<file path="config.mk">
export PLATFORM = sky130hd
export DESIGN_NAME = am_lock_bip_module
export DESIGN_NICKNAME = d
export VERILOG_FILES = /design/src/rtl/am_lock_bip_module.sv
export SDC_FILE = /design/constraint.sdc
export NUM_CORES = 1
export LEC_CHECK = 0
export BUFFER_PORTS_ARGS = -buffer_cell sky130_fd_sc_hd__buf_2
export CAP_MARGIN = 20
export CORE_UTILIZATION = 45
export DETAILED_ROUTE_END_ITERATION = 10
export HOLD_SLACK_MARGIN = 0.03
export PLACE_DENSITY = 0.66
export SLEW_MARGIN = 20
export SYNTH_ARGS = -nofsm -noshare
export SYNTH_HDL_FRONTEND = slang
export SYNTH_SLANG_ARGS = --single-unit
</file>
<file path="constraint.sdc">
create_clock -name i_clock -period 7.3 [get_ports i_clock]
set_clock_uncertainty 0.05 [all_clocks]
set_input_delay 1.46 -clock i_clock [delete_from_list [all_inputs] [get_ports i_clock]]
set_output_delay 1.46 -clock i_clock [all_outputs]
set_load 0.01 [all_outputs]
</file>
<file path="src/rtl/am_lock_bip_module.sv">
// Per-lane alignment-marker lock for the 100GbE PCS receive path. It finds and tracks
// AMs, swaps accepted AMs for an idle block, and checks BIP3 between consecutive markers.
module am_lock_bip_module #(
    parameter int LEN_CODED_BLOCK = 66,
    parameter int N_ALIGNER = 20,
    parameter int NB_LANE_ID = $clog2(N_ALIGNER),
    parameter logic [N_ALIGNER*24-1:0] AM_TABLE = {
        24'hC0F0E5, 24'h5F662A, 24'hADD6B7, 24'hC4314C, 24'h3536CD,
        24'h83C7CA, 24'h1AF8BD, 24'h5CB9B2, 24'hB99155, 24'hFD6C99,
        24'h68C9FB, 24'hA02476, 24'h7B4566, 24'h9A4A26, 24'hDD14C2,
        24'hF50709, 24'h4D957B, 24'h594BE8, 24'h9D718E, 24'hC16821},
    parameter int NB_PERIOD = 15,
    parameter int NB_INV_AM = 3,
    parameter int NB_ERROR_COUNTER = 32
) (
    input  logic                        i_clock,
    input  logic                        i_reset,
    input  logic                        i_enable,
    input  logic                        i_valid,
    input  logic                        i_block_lock,
    input  logic [LEN_CODED_BLOCK-1:0]  i_data,
    input  logic [NB_PERIOD-1:0]        i_am_period,
    input  logic [NB_INV_AM-1:0]        i_max_invalid_am,
    input  logic                        i_clear_counter,
    output logic [LEN_CODED_BLOCK-1:0]  o_data,
    output logic                        o_valid,
    output logic [NB_LANE_ID-1:0]       o_lane_id,
    output logic                        o_am_lock,
    output logic                        o_resync,
    output logic                        o_start_of_lane,
    output logic                        o_bip_error,
    output logic [NB_ERROR_COUNTER-1:0] o_bip_error_count
);

    localparam logic [LEN_CODED_BLOCK-1:0] IDLE_BLOCK = {2'b10, 8'h1E, 56'h0};
    localparam logic [NB_INV_AM:0]         INV_ONE    = 1;

    typedef enum logic [1:0] {LOCK_INIT, FIND_1ST, COUNT_1, COUNT_NEXT} state_t;

    state_t                      state_q, state_d;
    logic [NB_PERIOD-1:0]        timer_q, timer_d;
    logic [NB_LANE_ID-1:0]       lane_q, lane_d;
    logic [NB_INV_AM-1:0]        inv_q, inv_d;
    logic [7:0]                  acc_q, acc_d;
    logic [LEN_CODED_BLOCK-1:0]  data_q, data_d;
    logic                        valid_q, valid_d;
    logic                        lock_q, lock_d;
    logic                        resync_q, resync_d;
    logic                        sol_q, sol_d;
    logic                        bip_err_q, bip_err_d;
    logic [NB_ERROR_COUNTER-1:0] cnt_q, cnt_d;

    logic                  accept, expected, any_hit, lane_hit, am_accept, bip_inc;
    logic [NB_LANE_ID-1:0] hit_idx;
    logic [23:0]           lane_entry;
    logic [7:0]            blk_bip;
    logic [NB_INV_AM:0]    inv_next, inv_limit;

    function automatic logic am_match(input logic [LEN_CODED_BLOCK-1:0] d, input logic [23:0] e);
        return (d[65:64] == 2'b10) && (d[63:40] == e) && (d[31:8] == ~e);
    endfunction

    // Payload bit i lands in BIP bit 7-(i%8); the two sync-header bits fold into bits 3 and 4.
    function automatic logic [7:0] bip_of(input logic [LEN_CODED_BLOCK-1:0] d);
        logic [7:0] b;
        for (int k = 0; k < 8; k++) b[k] = ^(d[63:0] & {8{8'h80 >> k}});
        b[3] = b[3] ^ d[65];
        b[4] = b[4] ^ d[64];
        return b;
    endfunction

    assign accept    = i_valid && i_enable;
    assign expected  = (timer_q == i_am_period - NB_PERIOD'(1));
    assign blk_bip   = bip_of(i_data);
    assign lane_hit  = am_match(i_data, lane_entry);
    assign inv_next  = {1'b0, inv_q} + INV_ONE;
    assign inv_limit = (i_max_invalid_am == '0) ? INV_ONE : {1'b0, i_max_invalid_am};

    // Scan downwards so the lowest matching index wins.
    always_comb begin
        any_hit = 1'b0;
        hit_idx = '0;
        for (int k = N_ALIGNER - 1; k >= 0; k--) begin
            if (am_match(i_data, AM_TABLE[24*k +: 24])) begin
                any_hit = 1'b1;
                hit_idx = NB_LANE_ID'(k);
            end
        end
    end

    always_comb begin
        lane_entry = '0;
        for (int k = 0; k < N_ALIGNER; k++) begin
            if (lane_q == NB_LANE_ID'(k)) lane_entry = AM_TABLE[24*k +: 24];
        end
    end

    always_comb begin
        state_d   = state_q;
        timer_d   = timer_q;
        lane_d    = lane_q;
        inv_d     = inv_q;
        acc_d     = acc_q;
        data_d    = data_q;
        valid_d   = accept;
        lock_d    = lock_q;
        resync_d  = 1'b0;
        sol_d     = 1'b0;
        bip_err_d = 1'b0;
        cnt_d     = cnt_q;
        am_accept = 1'b0;
        bip_inc   = 1'b0;
        if (i_enable) begin
            if (!i_block_lock) begin
                state_d = LOCK_INIT;
                lock_d  = 1'b0;
                timer_d = '0;
                inv_d   = '0;
            end else begin
                case (state_q)
                    LOCK_INIT: begin
                        state_d = FIND_1ST;
                        timer_d = '0;
                    end
                    FIND_1ST: begin
                        if (accept && any_hit) begin
                            lane_d    = hit_idx;
                            timer_d   = '0;
                            am_accept = 1'b1;
                            state_d   = COUNT_1;
                        end
                    end
                    COUNT_1: begin
                        if (accept && !expected) begin
                            timer_d = timer_q + NB_PERIOD'(1);
                        end else if (accept) begin
                            timer_d = '0;
                            if (lane_hit) begin
                                lock_d    = 1'b1;
                                inv_d     = '0;
                                sol_d     = 1'b1;
                                am_accept = 1'b1;
                                state_d   = COUNT_NEXT;
                            end else begin
                                resync_d = 1'b1;
                                state_d  = FIND_1ST;
                            end
                        end
                    end
                    COUNT_NEXT: begin
                        if (accept && !expected) begin
                            timer_d = timer_q + NB_PERIOD'(1);
                        end else if (accept) begin
                            timer_d = '0;
                            if (lane_hit) begin
                                inv_d     = '0;
                                sol_d     = 1'b1;
                                am_accept = 1'b1;
                                bip_inc   = (acc_q != i_data[39:32]);
                                bip_err_d = bip_inc;
                            end else if (inv_next >= inv_limit) begin
                                lock_d   = 1'b0;
                                resync_d = 1'b1;
                                inv_d    = '0;
                                state_d  = LOCK_INIT;
                            end else begin
                                inv_d = inv_next[NB_INV_AM-1:0];
                            end
                        end
                    end
                    default: state_d = LOCK_INIT;
                endcase
            end
            // An accepted AM restarts the BIP window with its own contribution.
            if (accept) begin
                data_d = am_accept ? IDLE_BLOCK : i_data;
                acc_d  = am_accept ? blk_bip : (acc_q ^ blk_bip);
            end
            if ((state_d == FIND_1ST) && (state_q != FIND_1ST)) acc_d = '0;
            if (i_clear_counter) cnt_d = '0;
            else if (bip_inc && (cnt_q != '1)) cnt_d = cnt_q + NB_ERROR_COUNTER'(1);
        end
    end

    always_ff @(posedge i_clock or negedge i_reset) begin
        if (!i_reset) begin
            state_q   <= LOCK_INIT;
            timer_q   <= '0;
            lane_q    <= '0;
            inv_q     <= '0;
            acc_q     <= '0;
            data_q    <= '0;
            valid_q   <= 1'b0;
            lock_q    <= 1'b0;
            resync_q  <= 1'b0;
            sol_q     <= 1'b0;
            bip_err_q <= 1'b0;
            cnt_q     <= '0;
        end else begin
            state_q   <= state_d;
            timer_q   <= timer_d;
            lane_q    <= lane_d;
            inv_q     <= inv_d;
            acc_q     <= acc_d;
            data_q    <= data_d;
            valid_q   <= valid_d;
            lock_q    <= lock_d;
            resync_q  <= resync_d;
            sol_q     <= sol_d;
            bip_err_q <= bip_err_d;
            cnt_q     <= cnt_d;
        end
    end

    assign o_data            = data_q;
    assign o_valid           = valid_q;
    assign o_lane_id         = lane_q;
    assign o_am_lock         = lock_q;
    assign o_resync          = resync_q;
    assign o_start_of_lane   = sol_q;
    assign o_bip_error       = bip_err_q;
    assign o_bip_error_count = cnt_q;

endmodule

</file>
==> reports/metrics.cfg, run 1 <==
[critical_path]
crit_type = reg2reg
r2r-start = o_lane_id[3]$_DFFE_PN0P_
slowest_stage = dfrtp_1
crit_path_end = o_bip_error_count[19]$_DFFE_PN0P_
cp-startpoint = o_lane_id[3]$_DFFE_PN0P_
arrival_ns = 5.57
worstSetupStartpointType = flop
r2r_end = o_bip_error_count[19]$_DFFE_PN0P_
max_stage_delay_ns = 0.72
worst_setup_path_end_kind = flop
worst_ep_required_time_ns = 7.60
critPathMaxFanout = 17
critical_path.cell_chain = buf_4 > a21bo_2 > a211oi_1 > mux2i_1 > o21ai_0 > nor4b_1 > and4_1 > nand4_1 > or4_1 > a21oi_1
reg2reg_depth = 10
ff2ff_setup_slack_ns = 2.03

[logic_synthesis]
synth_top_area_cell = dfrtp_1
yosysWarnings = 0
synth_flop_cell = dfrtp_1
synthTopCellsByCount = dfrtp_1 (136), nand2_1 (92), xnor2_1 (78)
synth_edf_count = 0
ys_ff_latch = 136
avgSynthCellArea_sq_um = 8.316
yosysMostFrequentCell = dfrtp_1
syn-instance-count = 1340
synthArstFlopShare_pct = 100.0
netlist_area_sq_um = 11140
yosysUniqueCellTypes = 84
ys_seq_area_share_pct = 30.54
synth_area_leaders = dfrtp_1 (31%), xnor2_1 (6.1%), a22o_1 (5.0%)
syn_nets = 1437
synth_top_cell_area_share_pct = 30.54

[cts]
cts_hold_buf = 0
cts_setup_buffers = 0
clock-root-buffer = clkbuf_16
clk_latency_ns = 0.43
cts_sinks = 136
cts_buffers = 17
clk_path_buf_depth = 2
path_clk_slew_ns = 0.07
cts_tree = yes
htreeDepth = 4
cts_resized = 0

[place]
io_buffers = 197
place_hpwl_mm = 32.74
dp_cells = 1790
place.gp.congestion = 1.087

[sta]
rsz0062_at_grt = no
period_needed_ns = 5.273
setup_tns_ns = 0
relSlewSlack_pct = 3.395
finalHoldViolCount = 0
setup_viol = 0
fmax_ghz = 0.1896
fin_crit_sh_pct = 72.24
finalHoldWorstSlack_ns = 0.4222
tightest_slew_ns = 1.430
slew_violations = 0

[finish]
fillerInstances = 2291
n_antenna_cell = 0
finalNetCount = 1582
syn_to_final_growth_pct = 16.39
drive_gt1_share_pct = 20.16
utilization_pct = 53.33
fin_cells = 1822

[floorplan]
die_h_um = 159.4
die_w_um = 159.4
core_area_sq_um = 24320
io_pins = 198
die_area_sq_um = 25400
initial_utilization_pct = 45.82
rows = 57

[drt]
drt_iter0_markers = 1519
post-route-drc-count = 0
vias_per_cell = 6.672
routedWlPerCell_um = 24.08
vias = 12160
drt_wl_total_mm = 43.88
antenna_left = 0
dr.pass1.iters = 8

[status]
status = completed

[global_route]
antenna_found_initial = 0
grt_pass1_wl_mm = 66.86
grt_usage_pct = 34.11
grt_max_degree = 70
first_global_vias = 10980
grt-ovfl-total = 0

[job]
maxCapViolations = 0

[pwr]
power.leakage_nw = 5.393
p_per_area_nw_per_um2 = 183.1
peakVddDrop_mv = 0.1271

[worst_hold_path]
hold_path_class = reg2reg

==> per-stage QoR <==
stage	instance area, sq um	setup WS (ns)	power (mW)
3_3_place_gp	12330	1.865	1.431
4_1_cts	12960	2.047	2.378
2_1_floorplan	11140	2.899	1.209
3_5_place_dp	12330	1.811	1.441
5_1_grt	12970	1.915	2.470
6_report	12970	2.027	2.375
==> how the worst min path moves through the flow <==
stage | from | end | slack, ns | cells past startpoint
after global placement | o_data[64]$_DFFE_PN0P_ | o_data[64]$_DFFE_PN0P_ | 0.40 | 2
after detailed placement | o_data[64]$_DFFE_PN0P_ | o_data[64]$_DFFE_PN0P_ | 0.41 | 2
final | o_data[64]$_DFFE_PN0P_ | o_data[64]$_DFFE_PN0P_ | 0.42 | 2
after floorplan | timer_q[14]$_DFFE_PN0P_ | timer_q[14]$_DFFE_PN0P_ | 0.42 | 1
after CTS | o_data[64]$_DFFE_PN0P_ | o_data[64]$_DFFE_PN0P_ | 0.42 | 2
after global routing | o_data[64]$_DFFE_PN0P_ | o_data[64]$_DFFE_PN0P_ | 0.44 | 2
==> worst max-delay path, delay by kind of cell, from the launching register on <==
kind,cells,cell delay [ns]
flip-flops,1,0.72
multiplexers,1,0.56
AND/OR/NAND/NOR,4,2.40
AO/OA/AOI/OAI,4,1.14
buffers and inverters,1,0.31
==> where the power goes <==
part	internal (mW)	switching (mW)
logic	0.223	0.329
clock network	0.525	0.409
registers	0.827	0.0628
total	1.57	0.800
==> cell type report <==
cell class	count	area [sq um]	share of cell area, %
repair buffers	231	1247	9.618
clock buffers	17	425.4	3.280
multi-input cells	1055	7121	54.90
clock inverters	15	202.7	1.563
flip-flops and latches	136	3403	26.24
inverters	44	165.2	1.273
well taps	324	405.4	3.126
==> kinds of logic (layout without fill, tap and decap cells) <==
group,Yosys count,in the layout,share of synthesized area (%)
AOI/OAI and AO/OA,339,339,21.28
buffers and inverters,149,307,5.906
xor gates and xnor gates,97,97,7.624
and+or+nand+nor,589,589,31.71
DFF,136,136,30.54
adders and majority gates,7,7,0.7860
muxes,23,23,2.156
==> registers in the layout (all words and copies together), names as in the netlist <==
name	count
acc_q	8
inv_q	3
o_am_lock	1
o_bip_error	1
o_bip_error_count	32
o_data	66
o_lane_id	5
o_resync	1
o_start_of_lane	1
o_valid	1
state_q	2
timer_q	15
==> routing by layer <==
metal  wire length [um]  vias up  part of all wire (%)  global-route usage [%]
met4               1623        0                   3.7                   13.02
met5                  0        -                     0                       0
li1                   -     5421                     -                       -
met3               5054      123                    12                   8.414
met2              18590      794                    42                   49.50
met1              18610     5818                    42                   48.57
==> cell usage in the layout (no fill, tap or decap), types with 55 or more instances in the layout <==
cell | netlist | layout
buf_2 | 19 | 196
dfrtp_1 | 136 | 136
nand2_1 | 92 | 91
xnor2_1 | 78 | 78
nor2_1 | 68 | 68
o21ai_0 | 68 | 68
nand4_1 | 67 | 67
a21oi_1 | 64 | 64
nand3_1 | 64 | 64
a22o_1 | 63 | 63
nor4_1 | 55 | 55
No activity file was read; power rests on OpenSTA's default activity.
==> run 2, diff against run 1 <==
- PLACE_DENSITY: 0.66 -> 0.69
- clock period: 7.3 -> 4.7 ns (I/O delays scaled with it)
==> reports/metrics.cfg, run 2 (same netlist as run 1, synthesis figures left out) <==
[status]
status = completed

[sta]
fin_crit_sh_pct = 91.47  ; +19 points
finalWorstSetupSlack_ns = 0.4010  ; -1.626 ns
relSlewSlack_pct = 30.59  ; +27 points
fmax_ghz = 0.2326  ; +23%
setup_viol = 0  ; unchanged
setup_tns_ns = 0  ; unchanged
rsz0062_at_grt = no
period_needed_ns = 4.299  ; -0.9743 ns
tightest_slew_ns = 1.041  ; -0.3884 ns
finalHoldViolCount = 0  ; unchanged
finalHoldWorstSlack_ns = 0.4498  ; +0.02756 ns
slew_violations = 0  ; unchanged

[critical_path]
worstSetupStartpointType = flop
slowest_stage = dfrtp_1
arrival_ns = 4.56  ; -1.01 ns
worst_ep_required_time_ns = 4.96  ; -2.64 ns
critPathMaxFanout = 31  ; +14
critical_path.cell_chain = or2_1 > o32ai_1 > nor3_1 > mux2_2 > nor4_1 > and3_1 > nand3_1 > and3_2 > buf_12 > a22o_1
crit_type = reg2reg
max_stage_delay_ns = 0.77  ; +0.05 ns
worst_setup_path_end_kind = flop

[place]
pre_cts_ws_ns = 0.2721  ; -1.539 ns
io_buffers = 197  ; unchanged
place_hpwl_mm = 34.11  ; +4.2%
place_area_sq_um = 12770  ; +3.6%
place.gp.congestion = 1.044  ; -4.0%

[finish]
finalNetCount = 1638  ; +3.5%
fin_area_sq_um = 13400  ; +3.3%
utilization_pct = 55.09  ; +1.8 points
final_common_cell = buf_2
n_antenna_cell = 0  ; unchanged
drive_gt1_share_pct = 22.78  ; +2.6 points
syn_to_final_growth_pct = 20.23
layout_common_cells = buf_2 (196), dfrtp_1 (136), nand2_1 (91)
largest_reg_flops = 66  ; unchanged
fillerInstances = 2281  ; -0.44%
regArea_sq_um = 3403  ; unchanged
multi_input_area_sq_um = 7092  ; -0.40%

[floorplan]
die_area_sq_um = 25400  ; unchanged
core_area_sq_um = 24320  ; unchanged
rows = 57  ; unchanged
die_w_um = 159.4  ; unchanged
die_h_um = 159.4  ; unchanged
io_pins = 198  ; unchanged
initial_utilization_pct = 45.82  ; unchanged

[global_route]
grt_max_degree = 115  ; +64%
antenna_found_initial = 0  ; unchanged
first_global_vias = 11440  ; +4.2%
grt-ovfl-total = 0  ; unchanged
grt_usage_pct = 35.48  ; +1.4 points
grt_pass1_wl_mm = 69.37  ; +3.7%

[drt]
drt_iter0_markers = 1289  ; -15%
dr.pass1.iters = 5  ; -3
antenna_left = 0  ; unchanged
post-route-drc-count = 0  ; unchanged
drt_wl_total_mm = 45.29  ; +3.2%
vias_per_cell = 6.522  ; -2.2%
routedWlPerCell_um = 24.12  ; +0.15%
vias = 12250  ; +0.76%

[pwr]
p_per_area_nw_per_um2 = 275.3  ; +50%
peakVddDrop_mv = 0.2955  ; +130%
power.leakage_nw = 5.680  ; +5.3%

[cts]
clk_path_buf_depth = 2  ; unchanged
clk_latency_ns = 0.44  ; about the same
cts_tree = yes
path_clk_slew_ns = 0.06  ; about the same
htreeDepth = 4  ; unchanged
cts_buffers = 17  ; unchanged
cts_hold_buf = 0  ; unchanged
cts_sinks = 136  ; unchanged
clock-root-buffer = clkbuf_16
cts_resized = 0  ; unchanged
cts_setup_buffers = 0  ; unchanged

[worst_hold_path]
hold_path_class = reg2reg

[job]
maxCapViolations = 0  ; unchanged

[run 2: changes by cell type in the layout (fill, tap and decap cells not counted), sizes merged]
cell / change
clkinv: -2
inv: +1
clkinvlp: +1
buf: +55
clkbuf: +1
[run 2: path summary, 6_finish.rpt]
| check | startpoint | end | slack, ns | cells past startpoint |
|---|---|---|---|---|
| setup / recovery | o_lane_id[3]$_DFFE_PN0P_ | o_data[9]$_DFFE_PN0P_ | 0.40 | 10 |
| max in group asynchronous | i_reset | o_data[27]$_DFFE_PN0P_ | 3.13 | 2 |
| min in group asynchronous | i_reset | o_bip_error_count[9]$_DFFE_PN0P_ | 0.58 | 1 |
| hold / removal | o_data[8]$_DFFE_PN0P_ | o_data[8]$_DFFE_PN0P_ | 0.45 | 1 |
| setup reg to reg | o_lane_id[3]$_DFFE_PN0P_ | o_data[9]$_DFFE_PN0P_ | 0.40 | 10 |
| hold reg to reg | o_data[8]$_DFFE_PN0P_ | o_data[8]$_DFFE_PN0P_ | 0.45 | 1 |
[run 2: layout make-up]
cell class,count,share of cell area (%)
Multi-Input combinational cell,1055,52.93
Inverter,44,1.233
Timing Repair Buffer,287,12.75
Clock inverter,15,1.485
Clock buffer,17,3.175
Tap cell,324,3.026
Sequential cell,136,25.40
[run 2: power by group]
group / total (mW) / leakage [nW] / internal [mW] / switching, mW
Sequential: 1.38 / 1.76 / 1.28 / 0.0975
Combinational: 0.858 / 3.62 / 0.356 / 0.501
Clock: 1.45 / 0.300 / 0.816 / 0.634
Total: 3.69 / 5.68 / 2.46 / 1.23
[run 2: per-stage QoR]
stage	std cells	power (mW)
after floorplan	1340	1.878
after global placement	1846	2.226
after detailed placement	1846	2.243
after CTS	1878	3.698
after global routing	1878	3.833
final	1878	3.688
[run 2: critical path: cells and delay by family, from the launching register on]
kind	cells	cell delay (ns)
simple gates	6	2.41
compound gates	2	0.34
mux	1	0.43
buf+inv	1	0.18
flops	1	0.77
[run 2: layer usage]
layer | GRT usage, % | wire, um | up-vias
met5 | 0 | 0 | -
met4 | 12.85 | 1555 | 0
met3 | 5.105 | 3790 | 103
met2 | 55.78 | 20080 | 643
met1 | 49.53 | 19870 | 5980
li1 | - | - | 5522
==> run 3, diff against run 2 <==
- CELL_PAD_IN_SITES_DETAIL_PLACEMENT: unset -> 2
- CELL_PAD_IN_SITES_GLOBAL_PLACEMENT: unset -> 2
- CORE_UTILIZATION: 45 -> 31
- PLACE_DENSITY: 0.69 -> unset
- PLACE_DENSITY_LB_ADDON: unset -> 0.1
==> reports/metrics.cfg, run 3 (same netlist as run 1, synthesis figures left out) <==
[status]
status = finished, violations left
violations = design-rule violations

[critical_path]
arrival_ns = 4.74  ; +0.18 ns
crit_type = reg2reg
worst_setup_path_end_kind = flop
cp-startpoint = o_lane_id[1]$_DFFE_PN0P_
r2r-start = o_lane_id[1]$_DFFE_PN0P_
worstSetupStartpointType = flop
worst_ep_required_time_ns = 4.97  ; about the same
critPathMaxFanout = 42  ; +35%
ff2ff_setup_slack_ns = 0.23  ; -0.17 ns

[global_route]
grt-ovfl-total = 0  ; unchanged
antenna_found_initial = 1  ; +1
grt_max_degree = 137  ; +19%
first_global_vias = 12760  ; +12%
grt_usage_pct = 29.52  ; -6.0 points
grt_pass1_wl_mm = 81.01  ; +17%

[pwr]
power.leakage_nw = 5.627  ; -0.93%
peakVddDrop_mv = 0.2735  ; -7.4%
power_mw = 3.545  ; -3.9%
p_per_area_nw_per_um2 = 262.3  ; -4.7%

[sta]
finalHoldViolCount = 0  ; unchanged
fmax_ghz = 0.2236  ; -3.9%
rsz0062_at_grt = no
relSlewSlack_pct = 37.28  ; +6.7 points
slew_violations = 0  ; unchanged
fin_crit_sh_pct = 95.17  ; +3.7 points
setup_viol = 0  ; unchanged
period_needed_ns = 4.473  ; +0.1742 ns
finalWorstSetupSlack_ns = 0.2269  ; -0.1742 ns
tightest_slew_ns = 0.9408  ; -0.1004 ns
setup_tns_ns = 0  ; unchanged

[drt]
drt_iter0_markers = 832  ; -35%
vias_per_cell = 6.071  ; -6.9%
vias = 12220  ; -0.27%
drt_wl_total_mm = 53.80  ; +19%
antenna_left = 0  ; unchanged
dr.pass1.iters = 10  ; +5
routedWlPerCell_um = 26.74  ; +11%
post-route-drc-count = 2  ; +2

[floorplan]
initial_utilization_pct = 31.40  ; -14 points
rows = 69  ; +21%
io_pins = 198  ; unchanged
die_w_um = 191.6  ; +20%
die_area_sq_um = 36710  ; +45%
die_h_um = 191.6  ; +20%
core_area_sq_um = 35480  ; +46%

[cts]
cts_buffers = 17  ; unchanged
htreeDepth = 4  ; unchanged
clk_path_buf_depth = 2  ; unchanged
cts_setup_buffers = 0  ; unchanged
cts_sinks = 136  ; unchanged
cts_tree = yes
path_clk_slew_ns = 0.08  ; +0.02 ns
clk_latency_ns = 0.44  ; about the same
clock-root-buffer = clkbuf_16

[finish]
layout_common_cells = buf_2 (196), dfrtp_1 (135), nand2_1 (91)
final_common_cell = buf_2
finalNetCount = 1635  ; -0.18%
drive_gt1_share_pct = 22.63  ; -0.15 points
fin_area_sq_um = 13520  ; +0.88%
n_antenna_cell = 0  ; unchanged
utilization_pct = 38.09  ; -17 points
largest_reg_flops = 66  ; unchanged
fillerInstances = 4059  ; +78%
syn_to_final_growth_pct = 21.29

[place]
pre_cts_ws_ns = 0.1710  ; -0.1011 ns
io_buffers = 197  ; unchanged
place.gp.congestion = 0.9335  ; -11%
place_hpwl_mm = 40.50  ; +19%
place_area_sq_um = 12980  ; +1.7%

[job]
maxCapViolations = 0  ; unchanged

[worst_hold_path]
hold_path_class = in2async

run 3: cell count changes in the layout (fill, tap and decap cells not counted), sizes merged:
cell and delta:
buf -2, bufinv -2, clkbuf +1, clkinv +2, clkinvlp +4, inv -6
run 3: worst paths after layout:
| check | end | cells past startpoint |
|---|---|---|
| hold / removal | o_lane_id[2]$_DFFE_PN0P_ | 2 |
| hold reg to reg | o_data[27]$_DFFE_PN0P_ | 1 |
| max in group asynchronous | o_data[59]$_DFFE_PN0P_ | 2 |
| setup / recovery | o_data[55]$_DFFE_PN0P_ | 11 |
| setup reg to reg | o_data[55]$_DFFE_PN0P_ | 11 |
| min in group i_clock | o_data[27]$_DFFE_PN0P_ | 1 |
run 3: final cells by class:
class / count / area [sq um] / area share (%)
Multi-Input combinational cell: 1055 / 7092 / 52.47
Inverter: 44 / 165.2 / 1.222
Clock inverter: 13 / 98.84 / 0.7313
Tap cell: 461 / 576.8 / 4.268
Clock buffer: 19 / 432.9 / 3.203
Timing Repair Buffer: 284 / 1745 / 12.91
Sequential cell: 136 / 3405 / 25.19
run 3: power breakdown:
part | internal, mW | total (mW) | switching (mW)
registers | 1.28 | 1.38 | 0.0932
clock network | 0.678 | 1.27 | 0.590
logic | 0.362 | 0.899 | 0.537
run 3: stage by stage:
stage	hold WS, ns	cells
detailed placement	0.4211	1980
CTS	0.4535	2012
global placement	0.4038	1980
global route	0.4703	2012
floorplan	0.4170	1340
finish	0.4443	2012
run 3: metal layers:
layer | GRT usage (%) | part of all wire, % | up-vias
met1 | 40.27 | 47 | 6276
met4 | 9.158 | 2.5 | 0
met2 | 46.98 | 45 | 352
li1 | - | - | 5516
met3 | 5.445 | 5.6 | 71
met5 | 0 | 0 | -
run 3: what timing repair did:
item                                   in CTS  in global routing
hold buffers                                0                  0
endpoints found under the hold margin       0                  0
resized for setup                           0                  2
setup endpoints to repair                   0                 41
run 3: worst max-delay path, stage by stage, from the launching register on:
cell	delay (ns)
dfrtp_1	0.78
nor2b_1	0.10
buf_4	0.19
o21ai_1	0.13
a21oi_1	0.14
or4b_2	0.68
a2111oi_0	0.78
and4_1	0.48
nand3_1	0.24
and3_2	0.31
buf_12	0.18
a22o_1	0.23
